<file path="src/rtl/pattern_burst_ctrl.sv">
// Pattern burst generator: emits NUM_BURST bursts of pattern words with valid/ready handshaking.
// Define PATTERN_BURST_CTRL_LFSR_EN to make mode 3 a PRBS8 sequence; otherwise mode 3 counts up.
module pattern_burst_ctrl #(
  parameter int unsigned NUM_BURST = 4
) (
  input  logic       i_clk,
  input  logic       i_res_n,
  input  logic       i_start,
  input  logic       i_abort,
  input  logic [1:0] i_mode,
  input  logic [7:0] i_burst_len,
  input  logic [7:0] i_gap_len,
  input  logic [7:0] i_seed,
  input  logic       i_ready,
  output logic [7:0] o_data,
  output logic       o_valid,
  output logic       o_busy,
  output logic       o_done
);

  typedef enum logic [1:0] {StIdle, StSend, StGap, StDone} state_e;

  localparam logic [7:0] LastBurst = 8'(NUM_BURST - 1);

  state_e     state_q, state_d;
  logic [1:0] mode_q, mode_d;
  logic [7:0] len_q, len_d;
  logic [7:0] gap_q, gap_d;
  logic [7:0] data_q, data_d;
  logic [8:0] beat_cnt_q, beat_cnt_d;
  logic [7:0] burst_cnt_q, burst_cnt_d;
  logic [7:0] gap_cnt_q, gap_cnt_d;

  logic [8:0] burst_words;
  logic       start, xfer, last_beat, last_burst, gap_end;

  function automatic logic [7:0] first_word(input logic [1:0] mode, input logic [7:0] seed);
    case (mode)
      2'd1:    first_word = 8'h01;
`ifdef PATTERN_BURST_CTRL_LFSR_EN
      2'd3:    first_word = (seed == 8'h00) ? 8'h01 : seed;
`endif
      default: first_word = seed;
    endcase
  endfunction

  function automatic logic [7:0] next_word(input logic [1:0] mode, input logic [7:0] d);
    case (mode)
      2'd1:    next_word = {d[6:0], d[7]};
      2'd2:    next_word = d;
`ifdef PATTERN_BURST_CTRL_LFSR_EN
      2'd3:    next_word = {d[6:0], d[7] ^ d[5] ^ d[4] ^ d[3]};
`endif
      default: next_word = d + 8'd1;
    endcase
  endfunction

  // Abort outranks everything, including a start seen in the same cycle.
  assign start       = (state_q == StIdle) & i_start & ~i_abort;
  assign xfer        = (state_q == StSend) & i_ready;
  assign burst_words = (len_q == 8'd0) ? 9'd256 : {1'b0, len_q};
  assign last_beat   = (beat_cnt_q == burst_words - 9'd1);
  assign last_burst  = (burst_cnt_q == LastBurst);
  assign gap_end     = (gap_cnt_q == 8'd0);

  always_ff @(posedge i_clk or negedge i_res_n) begin
    if (!i_res_n) begin
      state_q <= StIdle;
    end else begin
      state_q <= state_d;
    end
  end

  always_comb begin
    state_d = state_q;
    unique case (state_q)
      StIdle: if (start) state_d = StSend;
      StSend: begin
        if (i_abort) begin
          state_d = StIdle;
        end else if (xfer && last_beat) begin
          if (last_burst)          state_d = StDone;
          else if (gap_q != 8'd0)  state_d = StGap;
          else                     state_d = StSend;
        end
      end
      StGap: begin
        if (i_abort)      state_d = StIdle;
        else if (gap_end) state_d = StSend;
      end
      StDone: state_d = StIdle;
    endcase
  end

  always_comb begin
    o_data  = data_q;
    o_valid = (state_q == StSend);
    o_busy  = (state_q != StIdle);
    o_done  = (state_q == StDone);
  end

  always_ff @(posedge i_clk or negedge i_res_n) begin
    if (!i_res_n) begin
      mode_q      <= 2'd0;
      len_q       <= 8'd0;
      gap_q       <= 8'd0;
      data_q      <= 8'd0;
      beat_cnt_q  <= 9'd0;
      burst_cnt_q <= 8'd0;
      gap_cnt_q   <= 8'd0;
    end else begin
      mode_q      <= mode_d;
      len_q       <= len_d;
      gap_q       <= gap_d;
      data_q      <= data_d;
      beat_cnt_q  <= beat_cnt_d;
      burst_cnt_q <= burst_cnt_d;
      gap_cnt_q   <= gap_cnt_d;
    end
  end

  always_comb begin
    mode_d      = mode_q;
    len_d       = len_q;
    gap_d       = gap_q;
    data_d      = data_q;
    beat_cnt_d  = beat_cnt_q;
    burst_cnt_d = burst_cnt_q;
    gap_cnt_d   = gap_cnt_q;
    if (start) begin
      mode_d      = i_mode;
      len_d       = i_burst_len;
      gap_d       = i_gap_len;
      data_d      = first_word(i_mode, i_seed);
      beat_cnt_d  = 9'd0;
      burst_cnt_d = 8'd0;
      gap_cnt_d   = 8'd0;
    end else if (!i_abort) begin
      if (xfer) begin
        // Pattern runs on across burst boundaries.
        data_d = next_word(mode_q, data_q);
        if (last_beat) begin
          beat_cnt_d  = 9'd0;
          burst_cnt_d = burst_cnt_q + 8'd1;
          gap_cnt_d   = gap_q - 8'd1;
        end else begin
          beat_cnt_d = beat_cnt_q + 9'd1;
        end
      end
      if (state_q == StGap && !gap_end) gap_cnt_d = gap_cnt_q - 8'd1;
    end
  end

endmodule

</file>
<file path="config.mk">
export PLATFORM = sky130hd
export DESIGN_NAME = pattern_burst_ctrl
export DESIGN_NICKNAME = d
export VERILOG_FILES = /design/src/rtl/pattern_burst_ctrl.sv
export SDC_FILE = /design/constraint.sdc
export NUM_CORES = 1
export LEC_CHECK = 0
export CAP_MARGIN = 20
export CORE_MARGIN = 2
export CORE_UTILIZATION = 23
export DETAILED_ROUTE_END_ITERATION = 12
export GPL_ROUTABILITY_DRIVEN = 0
export PLACE_DENSITY = 0.48
export SYNTH_ARGS = -nofsm -noshare
export SYNTH_HDL_FRONTEND = slang
export SYNTH_SLANG_ARGS = --single-unit
</file>
<file path="constraint.sdc">
create_clock -name i_clk -period 3.3 [get_ports i_clk]
set_clock_uncertainty 0.1 [all_clocks]
set_input_delay 0.825 -clock i_clk [delete_from_list [all_inputs] [get_ports i_clk]]
set_output_delay 0.825 -clock i_clk [all_outputs]
set_load 0.05 [all_outputs]
</file>
==> results.md, run 1 <==
* Psw at between 1 and 1.5 mW
* Fin util at a little under a third
* Arr. time, crit path at roughly 3.3 ns
* Initial antenna violation count at 0
* MaxCap Viol Count at 0
* Synth warn at 0
* Vias/cell at 4.967
* Mapped Area at ~0.0035 mm²
* Flops & latches, synth at 53
* Total wire length at ~10000 µm
* Area Growth Syn to Fin at 26.36%
* Outcome: completed
* CP Capture Type: register
* Final Instance Area at approximately 0.0044 mm²
* Residual DRC at 0
* Depth of the CTS H-tree at 2
* Final Hold Slack at roughly 0.43 ns
* Pleak at roughly 1.9 nW
* Die X at approximately 130 µm
* Starting DRC count in detailed routing at between 200 and 250
* Critical-path cell list: inv_2 > ha_2 > or3b_4 > or4_4 > a211oi_2 > o2111ai_2 > or3_4 > or4_1 > nand2_1
* Worst setup SP type: register
* R2r startpoint: len_q[0]$_DFFE_PN0P_
* Storage cell area at 0.001326 mm²
* Final-stage net count at slightly above 500
* Worst vdd ir at about 0.23 mV
* Most used DFF post-synth: dfrtp_1
* Worst-path clk slew at about 0.08 ns
* RSZ-0062 raised after global routing: false
* Internal power at ~1.6 mW
* Critical Path Max Stage Delay at around 0.48 ns
* FMAX at 314.1 MHz
* # IOs at 42
* Worst skew pair latency at approximately 0.30 ns
* Fin worst setup slack at approximately 0.12 ns
* CTS max path bufs at 2
* Setup TNS at 0 ns
* Cell Area, Placed at around 0.0042 mm²
* CTS Buf Count at 5
* Port Buffers at 41
* Final setup viols at 0
* Post-synth EDFFs at 0
* R2R Path End: burst_cnt_q[3]$_DFFE_PN0P_
* Count of cell types in the netlist at 66
* CTS Hold Bufs at 0
* Worst-Margin Slew at a little over 0.8 ns
* Die ar. at 0.01615 mm²
* Sequential fraction of the synthesis area at 38.06%
* Gr usage total at about an eighth
* Critical path required time at roughly 3.4 ns
* Power density over cell area at approximately 600 mW/mm²
* Congestion Overflow GR at 0
* Pin count of the biggest net entering global routing at 36
* Final Hold Fails at 0
* Asr flop ratio synth at 100.0%
* Initial Utilization at a little under a quarter
* Worst rel slew slack at about 45%
* Commonest non-fill, non-tap cell in the layout: nand2_1
* Number of global-route vias before repair at roughly 3.2k
* Clk sinks at 53
* Setup Crit Path Kind: reg2reg
* Finished Layout Cells at about 660
* Hold Startpoint: gap_q[6]$_DFFE_PN0P_
* ANT nets after route at 0
* Tmin final at 3.183 ns
* Hold Crit Class: reg2reg
* Ant diodes at 0
* Final Power at about 2.6 mW
* Slowest CP cell: or4_4
* Avg Synthesized Cell Area at between 8 and 9 µm²
* Setup WS pre-CTS at between 0.05 and 0.06 ns
* Layout filler cell count at around 1.6k
* Core footprint at about 0.015 mm²
* Commonest cells after routing, fill and taps aside: 80 x nand2_1, 53 x dfrtp_1, 40 x clkdlybuf4s50_1
* DP HPWL at 7317 µm
* Row cnt at 44
* Worst reg-to-reg path cell count at 9
* Final Cycle Share at between 90% and 100%
* Fraction of layout cells with a size suffix above 1 at 12.29%
* Area of the multi-input gates at about 0.0021 mm²
* CTS root buf: clkbuf_16
* Vias at 3298
* First-pass GRT wire length at 16430 µm
* Comb power frac at approximately 42%
* DR WL/cell at roughly 15 µm
* Crit path max fanout at 6
* Placed instance count at 653
* WHS Path Cells at 2
* Syn nets at ~470
* R2R setup slack at 0.12 ns
* Switching share of power at a little over 40%
* Clock power frac at a little over a fifth
* Cells after Synth at 429
* First-pass DRT Iterations at 4
* Die height at between 100 and 150 µm
* Fin. max-slew vios at 0
* Hold EP: gap_q[6]$_DFFE_PN0P_
* Part of the power in registers at between 30% and 40%
* CTS tree: done
-- cell type report --
cell class                      instances  area share, %
Timing Repair Buffer                   65          13.30
Multi-Input combinational cell        342          46.89
Clock inverter                          3         0.5968
Clock buffer                            5          2.842
Inverter                               12          1.023
Tap cell                              184          5.229
Sequential cell                        53          30.12
-- flip-flops by register name, summed over array words and instances, names as in the netlist --
signal       flops
beat_cnt_q       9
burst_cnt_q      8
gap_cnt_q        8
gap_q            8
len_q            8
mode_q           2
o_data           8
state_q          2
-- routing by layer --
metal	wire length, µm	GRT usage [%]	up-vias
li1	-	-	1629
met1	4780	16.54	1577
met5	0	0	-
met2	4789	21.47	79
met3	394	2.345	13
met4	100	2.650	0
-- worst max-delay path, delay by kind of cell, from the launching register on --
| kind | cells | cell delay (ns) |
|---|---|---|
| adder cells (fa/ha/maj) | 1 | 0.18 |
| AND/OR/NAND/NOR | 5 | 1.90 |
| buffers and inverters | 1 | 0.10 |
| AO/OA/AOI/OAI | 2 | 0.43 |
| flip-flops | 1 | 0.41 |
-- how the worst max path moves through the flow --
stage	from	endpoint	slack (ns)	depth (start not counted)
finish	len_q[0]$_DFFE_PN0P_	burst_cnt_q[3]$_DFFE_PN0P_	0.12	9
global route	len_q[0]$_DFFE_PN0P_	burst_cnt_q[4]$_DFFE_PN0P_	0.009	9
CTS	len_q[0]$_DFFE_PN0P_	gap_cnt_q[5]$_DFFE_PN0P_	0.03	9
detailed placement	len_q[0]$_DFFE_PN0P_	gap_cnt_q[5]$_DFFE_PN0P_	0.05	9
global placement	len_q[0]$_DFFE_PN0P_	gap_cnt_q[5]$_DFFE_PN0P_	0.13	9
floorplan	gap_cnt_q[5]$_DFFE_PN0P_	gap_cnt_q[6]$_DFFE_PN0P_	0.03	14
-- cells in the mapped netlist, types with 3 or more instances --
library cell  count  area (µm²)
mux2i_1           9       90.09
ha_1              6       75.07
nand2_1          81       304.0
mux2_2            3       33.78
nor2_1           38       142.6
dfrtp_1          53        1326
o211ai_1          8       60.06
nand2b_1          9       56.30
nor4_1            3       18.77
xor2_1            5       43.79
or3_1             4       25.02
nand3_1          19       95.09
nor2b_1           3       18.77
a211oi_1          9       67.56
or4_1             7       52.55
inv_1            12       45.04
clkbuf_1         18       67.56
and2_1            3       18.77
nor3b_1           3       22.52
o21ai_0          20       100.1
xnor2_1          12       105.1
nor3_1           15       75.07
a21oi_1          29       145.1
or2_2             3       18.77
o22ai_1           4       25.02
-- power by group through the flow --
stage | logic [mW] | clock network (mW) | registers (mW)
global placement | 1.09 | 0 | 0.991
CTS | 1.10 | 0.571 | 0.979
detailed placement | 1.09 | 0 | 0.992
global route | 1.24 | 0.598 | 1.01
finish | 1.11 | 0.549 | 0.984
floorplan | 0.606 | 0 | 1.07
-- cells by family (layout without fill, tap and decap cells) --
logic type | count (synthesis) | count (layout) | synth area share (%)
flip-flops | 53 | 53 | 38.06
XOR/XNOR | 17 | 17 | 4.273
multiplexers | 12 | 12 | 3.555
AO/OA/AOI/OAI | 97 | 97 | 18.28
adder cells (fa/ha/maj) | 6 | 6 | 2.154
AND/OR/NAND/NOR | 208 | 210 | 29.30
buffers and inverters | 36 | 85 | 4.380
-- what timing repair did --
action | in CTS | in global routing
endpoints found under the setup margin | 0 | 9
gates resized for setup | 0 | 10
buffers inserted | 0 | 1
Note: power is estimated with default switching activity, not from simulation.
==> run 2: changes to the inputs <==
--- a/config.mk
+++ b/config.mk
@@ -5,8 +5,6 @@
 export SDC_FILE = /design/constraint.sdc
 export NUM_CORES = 1
 export LEC_CHECK = 0
-export CAP_MARGIN = 20
-export CORE_MARGIN = 2
 export CORE_UTILIZATION = 23
 export DETAILED_ROUTE_END_ITERATION = 12
 export GPL_ROUTABILITY_DRIVEN = 0
==> constraint.sdc (replaced) <==
create_clock -name i_clk -period 3.3 [get_ports i_clk]
set_clock_uncertainty 0.1 [all_clocks]
set_input_delay 0.66 -clock i_clk [delete_from_list [all_inputs] [get_ports i_clk]]
set_output_delay 0.66 -clock i_clk [all_outputs]
set_load 0.05 [all_outputs]
==> results.md, run 2 (synthesized netlist as in run 1, its figures left out) <==
* Final Hold Slack at 0.2444 ns (was 0.4313 ns)
* Commonest cells after routing, fill and taps aside: 80 x nand2_1, 53 x dfrtp_1, 40 x clkdlybuf4s50_1 (unchanged)
* Crit path max fanout at 6 (unchanged)
* CTS tree: done (unchanged)
* Row cnt at 44 (unchanged)
* Commonest non-fill, non-tap cell in the layout: nand2_1 (unchanged)
* Worst Path Buf+Inv at 1 (unchanged)
* Die X at 125.1 µm (was 127.1 µm)
* Hold Crit Class: in2async (was reg2reg)
* Critical Path Max Stage Delay at 0.49 ns (was 0.48 ns)
* Final-stage net count at 519 (was 516)
* Clk sinks at 53 (unchanged)
* Fraction of layout cells with a size suffix above 1 at 12.42% (was 12.29%)
* Total wire length at 10070 µm (was 10060 µm)
* Core footprint at 0.01464 mm² (unchanged)
* Fin. max-slew vios at 0 (unchanged)
* Final setup viols at 0 (unchanged)
* MaxCap Viol Count at 0 (unchanged)
* Setup TNS at 0 ns (unchanged)
* Final Cycle Share at 96.83% (was 96.47%)
* Residual DRC at 6 (was 0)
* Largest register FFs at 9 (unchanged)
* Worst rel slew slack at 58.27% (was 44.91%)
* Area Growth Syn to Fin at 27.29% (was 26.36%)
* DR WL/cell at 15.10 µm (was 15.16 µm)
* Delay-heaviest family, CP: simple AND/OR/NAND/NOR gates (unchanged)
* Die height at 125.1 µm (was 127.1 µm)
* FMAX at 313.0 MHz (was 314.1 MHz)
* Worst reg-to-reg path cell count at 9 (unchanged)
* R2R Path End: burst_cnt_q[3]$_DFFE_PN0P_ (unchanged)
* Slowest CP cell: or4_4 (unchanged)
* Violated checks: design-rule violations
* Worst vdd ir at 0.2416 mV (was 0.2273 mV)
* Port Buffers at 41 (unchanged)
* Tmin final at 3.195 ns (was 3.183 ns)
* Pin count of the biggest net entering global routing at 34 (was 36)
* Vias at 3254 (was 3298)
* R2r startpoint: len_q[0]$_DFFE_PN0P_ (unchanged)
* Critical-path cell list: inv_2 > ha_1 > or3b_4 > or4_4 > a211oi_2 > o2111ai_2 > or3_4 > or4_1 > nand2_1 (was inv_2 > ha_2 > or3b_4 > or4_4 > a211oi_2 > o2111ai_2 > or3_4 > or4_1 > nand2_1)
* Number of global-route vias before repair at 3255 (was 3242)
* # IOs at 42 (unchanged)
* Outcome: finished, violations left (was completed)
* First-pass DRT Iterations at 10 (was 4)
* Crit path depth at 9 (unchanged)
* Finished Layout Cells at 667 (was 664)
* Gr usage total at 13.02% (was 12.53%)
* CTS root buf: clkbuf_16 (unchanged)
* CTS max path bufs at 2 (unchanged)
* First-pass GRT wire length at 16620 µm (was 16430 µm)
* Initial Utilization at 23.80% (unchanged)
* Initial antenna violation count at 0 (unchanged)
* Congestion Overflow GR at 0 (unchanged)
* Die ar. at 0.01565 mm² (was 0.01615 mm²)
* Final Power at 2.712 mW (was 2.646 mW)
* Setup Crit Path Kind: reg2reg (unchanged)
* Pleak at 1.886 nW (was 1.862 nW)
* Worst setup SP type: register (unchanged)
* Worst skew pair latency at 0.30 ns (about the same)
* Worst-Margin Slew at 0.6236 ns (was 0.8264 ns)
* Ant diodes at 0 (unchanged)
* Critical path required time at 3.44 ns (about the same)
* Placed instance count at 655 (was 653)
* Vias/cell at 4.879 (was 4.967)
* Depth of the CTS H-tree at 2 (unchanged)
* DP HPWL at 7178 µm (was 7317 µm)
* CTS Buf Count at 5 (unchanged)
* Arr. time, crit path at 3.33 ns (was 3.32 ns)
* Worst-path clk slew at 0.07 ns (was 0.08 ns)
* Fin util at 30.29% (was 30.07%)
* CP Capture Type: register (unchanged)
* CTS Hold Bufs at 0 (unchanged)
* RSZ-0062 raised after global routing: false (unchanged)
* Starting DRC count in detailed routing at 207 (was 218)
* Power density over cell area at 611.4 mW/mm² (was 601.1 mW/mm²)
* Top reg by flops: beat_cnt_q (unchanged)
* ANT nets after route at 0 (unchanged)
* Layout filler cell count at 1553 (was 1570)
* Final Hold Fails at 0 (unchanged)
* R2R setup slack at 0.10 ns (was 0.12 ns)
-- run 2: what timing repair did --
item / in CTS / in global routing
setup endpoints to repair: 0 / 11
hold endpoints to repair: 0 / 0
resized for setup: 0 / 9
buffers inserted: 0 / 2
-- run 2: power by group --
| part | switching (mW) | leakage, nW | internal (mW) |
|---|---|---|---|
| Clock | 0.251 | 0.0810 | 0.360 |
| Combinational | 0.650 | 1.12 | 0.490 |
| Sequential | 0.177 | 0.683 | 0.783 |
| Total | 1.08 | 1.89 | 1.63 |
-- run 2: cell type report --
cell class	instances	area, µm²	area share [%]
Multi-Input combinational cell	342	2058	46.40
Sequential cell	53	1326	29.90
Timing Repair Buffer	68	608.1	13.71
Tap cell	184	230.2	5.190
Clock buffer	6	128.9	2.906
Inverter	12	45.04	1.016
Clock inverter	2	38.79	0.8745
-- run 2: stage by stage --
stage | worst slack, ns | cell area (µm²)
floorplan | 0.02862 | 3495
global placement | 0.1354 | 4212
detailed placement | 0.05307 | 4212
CTS | 0.02154 | 4379
global route | 0.003443 | 4436
finish | 0.1047 | 4436
-- run 2: how the worst max path moves through the flow --
stage                                       to  slack [ns]                     start
floorplan             gap_cnt_q[6]$_DFFE_PN0P_        0.03  gap_cnt_q[5]$_DFFE_PN0P_
global placement      gap_cnt_q[5]$_DFFE_PN0P_        0.14      len_q[0]$_DFFE_PN0P_
detailed placement    gap_cnt_q[1]$_DFFE_PN0P_        0.05      len_q[0]$_DFFE_PN0P_
CTS                   gap_cnt_q[5]$_DFFE_PN0P_        0.02      len_q[0]$_DFFE_PN0P_
global route        burst_cnt_q[3]$_DFFE_PN0P_       0.003      len_q[0]$_DFFE_PN0P_
finish              burst_cnt_q[3]$_DFFE_PN0P_        0.10      len_q[0]$_DFFE_PN0P_
-- run 2: layer usage --
metal  global-route usage (%)  wire length (µm)  vias up
met5                        0                 0        -
li1                         -                 -     1631
met3                    2.781               411       11
met4                    3.300               121        0
met2                    20.87              4625       67
met1                    17.76              4915     1545
==> patch 1, RTL diff (config.mk and constraints of run 1) <==
Build with the macro `PATTERN_BURST_CTRL_LFSR_EN` defined.
--- a/src/rtl/pattern_burst_ctrl.sv
+++ b/src/rtl/pattern_burst_ctrl.sv
@@ -1,5 +1,7 @@
 // Pattern burst generator: emits NUM_BURST bursts of pattern words with valid/ready handshaking.
 // Define PATTERN_BURST_CTRL_LFSR_EN to make mode 3 a PRBS8 sequence; otherwise mode 3 counts up.
+`define PATTERN_BURST_CTRL_LFSR_EN
+
 module pattern_burst_ctrl #(
   parameter int unsigned NUM_BURST = 4
 ) (
Formal check against the unedited RTL: not equivalent (a bounded check fails within 4 cycles, from zero or initial values).
==> patch 1 against run 1 <==
- design area decreased by 2.4%
- via count decreased by 5.5%
- count of clock-buffer cells in the layout unchanged
- area after synthesis decreased by 0.50%
- total power increased by 0.79%
- cell count decreased by 3.0%
- sequential share of layout area increased by 0.75 points
- wire length decreased by 11%
- sequential cell count unchanged
- worst setup slack improved by 140 ps
- critical path type unchanged
- largest cell class unchanged
==> patch 1: results (changes against run 1) <==
Synth Area in Adders 2.17% (+0.011 points); initial DRC count 237 (+8.7%); maximum clock path buffer count 2 (unchanged); GRT Residual Overflow 0 (unchanged); status finished, final reports clean; hold_sp mode_q[1]; Tot GR Track Use 11.2% (-1.3 points); post-DR wirelength/cell 13.8 um (-8.7%); Mapped Avg Cell Area 8.25 um^2 (+1.6%); power in the clock group 0.000557 W (+1%); Pleak 1.83 nW (-1.8%); first-pass GRT wire length 14900 um (-9.5%); Layout Cells excl Fill 644 (-3.0%); Metal-1 WL 4430 um (-7.4%); largest net degree at the start of global routing 54 (+50%); Synth cell types 55 (-17%); met3 routed WL 329 um (-16%); vias in the first global route 3012 (-7.1%); Commonest cells post-synth nand2_1 (77), dfrtp_1 (53), a21oi_1 (27); Worst-Margin Slew 704 ps (-122 ps); met2 wire length 4100 um (-14%); post-synthesis mux area share 4.04% (+0.49 points); Post-DP HPWL 6480 um (-11%); Clock transition at path regs 80 ps (about the same); Min-Delay Endpoint mode_q[1]; CP max FO 19 (+13); H-tree levels 2 (unchanged); Register-to-Register Path Depth 10 (+1); Net Count, Synth 457 (-1.9%); arrival time at the worst endpoint 3170 ps (-150 ps); Synth area leaders dfrtp_1 (38%), nand2_1 (8.3%), a21oi_1 (3.9%); worst vdd ir 0.211 mV (-7.4%); IO Port Bufs 41 (unchanged); sequential element share of the synthesized area 38.3% (+0.19 points); switching share of power 41.7% (+0.36 points); Final #Nets 496 (-3.9%); GR Util met3 2.28% (-0.068 points); slowest cell delay on critical path 510 ps (+30 ps); XOR/XNOR Fraction of Synth Area 5.05% (+0.78 points); routing usage on met2 17.6% (-3.8 points); via count 3117 (-5.5%); GR Util met1 15.8% (-0.74 points); share of layout cells above drive strength 1 10.0% (-2.3 points); combinational power share 40.5% (-1.6 points)
[patch 1: cell types whose count changed after synthesis, sizes merged, moves of 4 or more]
cell    before  now
nor2        38   25
a211oi      10    3
and3         2    9
nor3        15    9
o21ai       20   26
xor2         5   11
mux2         3    8
mux2i        9    5
nor2b        3    7
[patch 1: worst max-delay path by stage]
stage | start | endpoint | slack [ps] | cells past startpoint
detailed placement | gap_cnt_q[5] | gap_cnt_q[6] | 70 | 11
CTS | gap_cnt_q[5] | gap_cnt_q[6] | 70 | 11
global placement | gap_cnt_q[5] | gap_cnt_q[6] | 170 | 11
floorplan | gap_cnt_q[3] | gap_cnt_q[6] | 120 | 11
global route | gap_cnt_q[5] | gap_cnt_q[6] | -0.7 | 11
finish | len_q[0] | burst_cnt_q[3] | 260 | 10
[patch 1: area by class of cell]
| class | count | area (um^2) |
|---|---|---|
| Fill cell | 1573 | 10300 |
| Multi-Input combinational cell | 331 | 2010 |
| Sequential cell | 53 | 1330 |
| Timing Repair Buffer | 57 | 538 |
| Tap cell | 184 | 230 |
| Clock buffer | 5 | 125 |
| Inverter | 11 | 41.3 |
| Clock inverter | 3 | 26.3 |
[patch 1: per-stage QoR]
stage / cell area [um^2] / total power [W] / utilization [%] / hold WS, ps
floorplan: 3470 / 0.00176 / - / 359
global placement: 4130 / 0.00210 / 28.2 / 402
detailed placement: 4130 / 0.00211 / 28.2 / 405
CTS: 4280 / 0.00267 / 29.2 / 426
global route: 4300 / 0.00287 / 29.3 / 453
finish: 4300 / 0.00267 / 29.3 / 421
[patch 1: timing repair]
action | 4_1_cts | 5_1_grt
setup endpoints to repair | 0 | 9
hold endpoints to repair | 0 | 0
resized for setup | 0 | 5
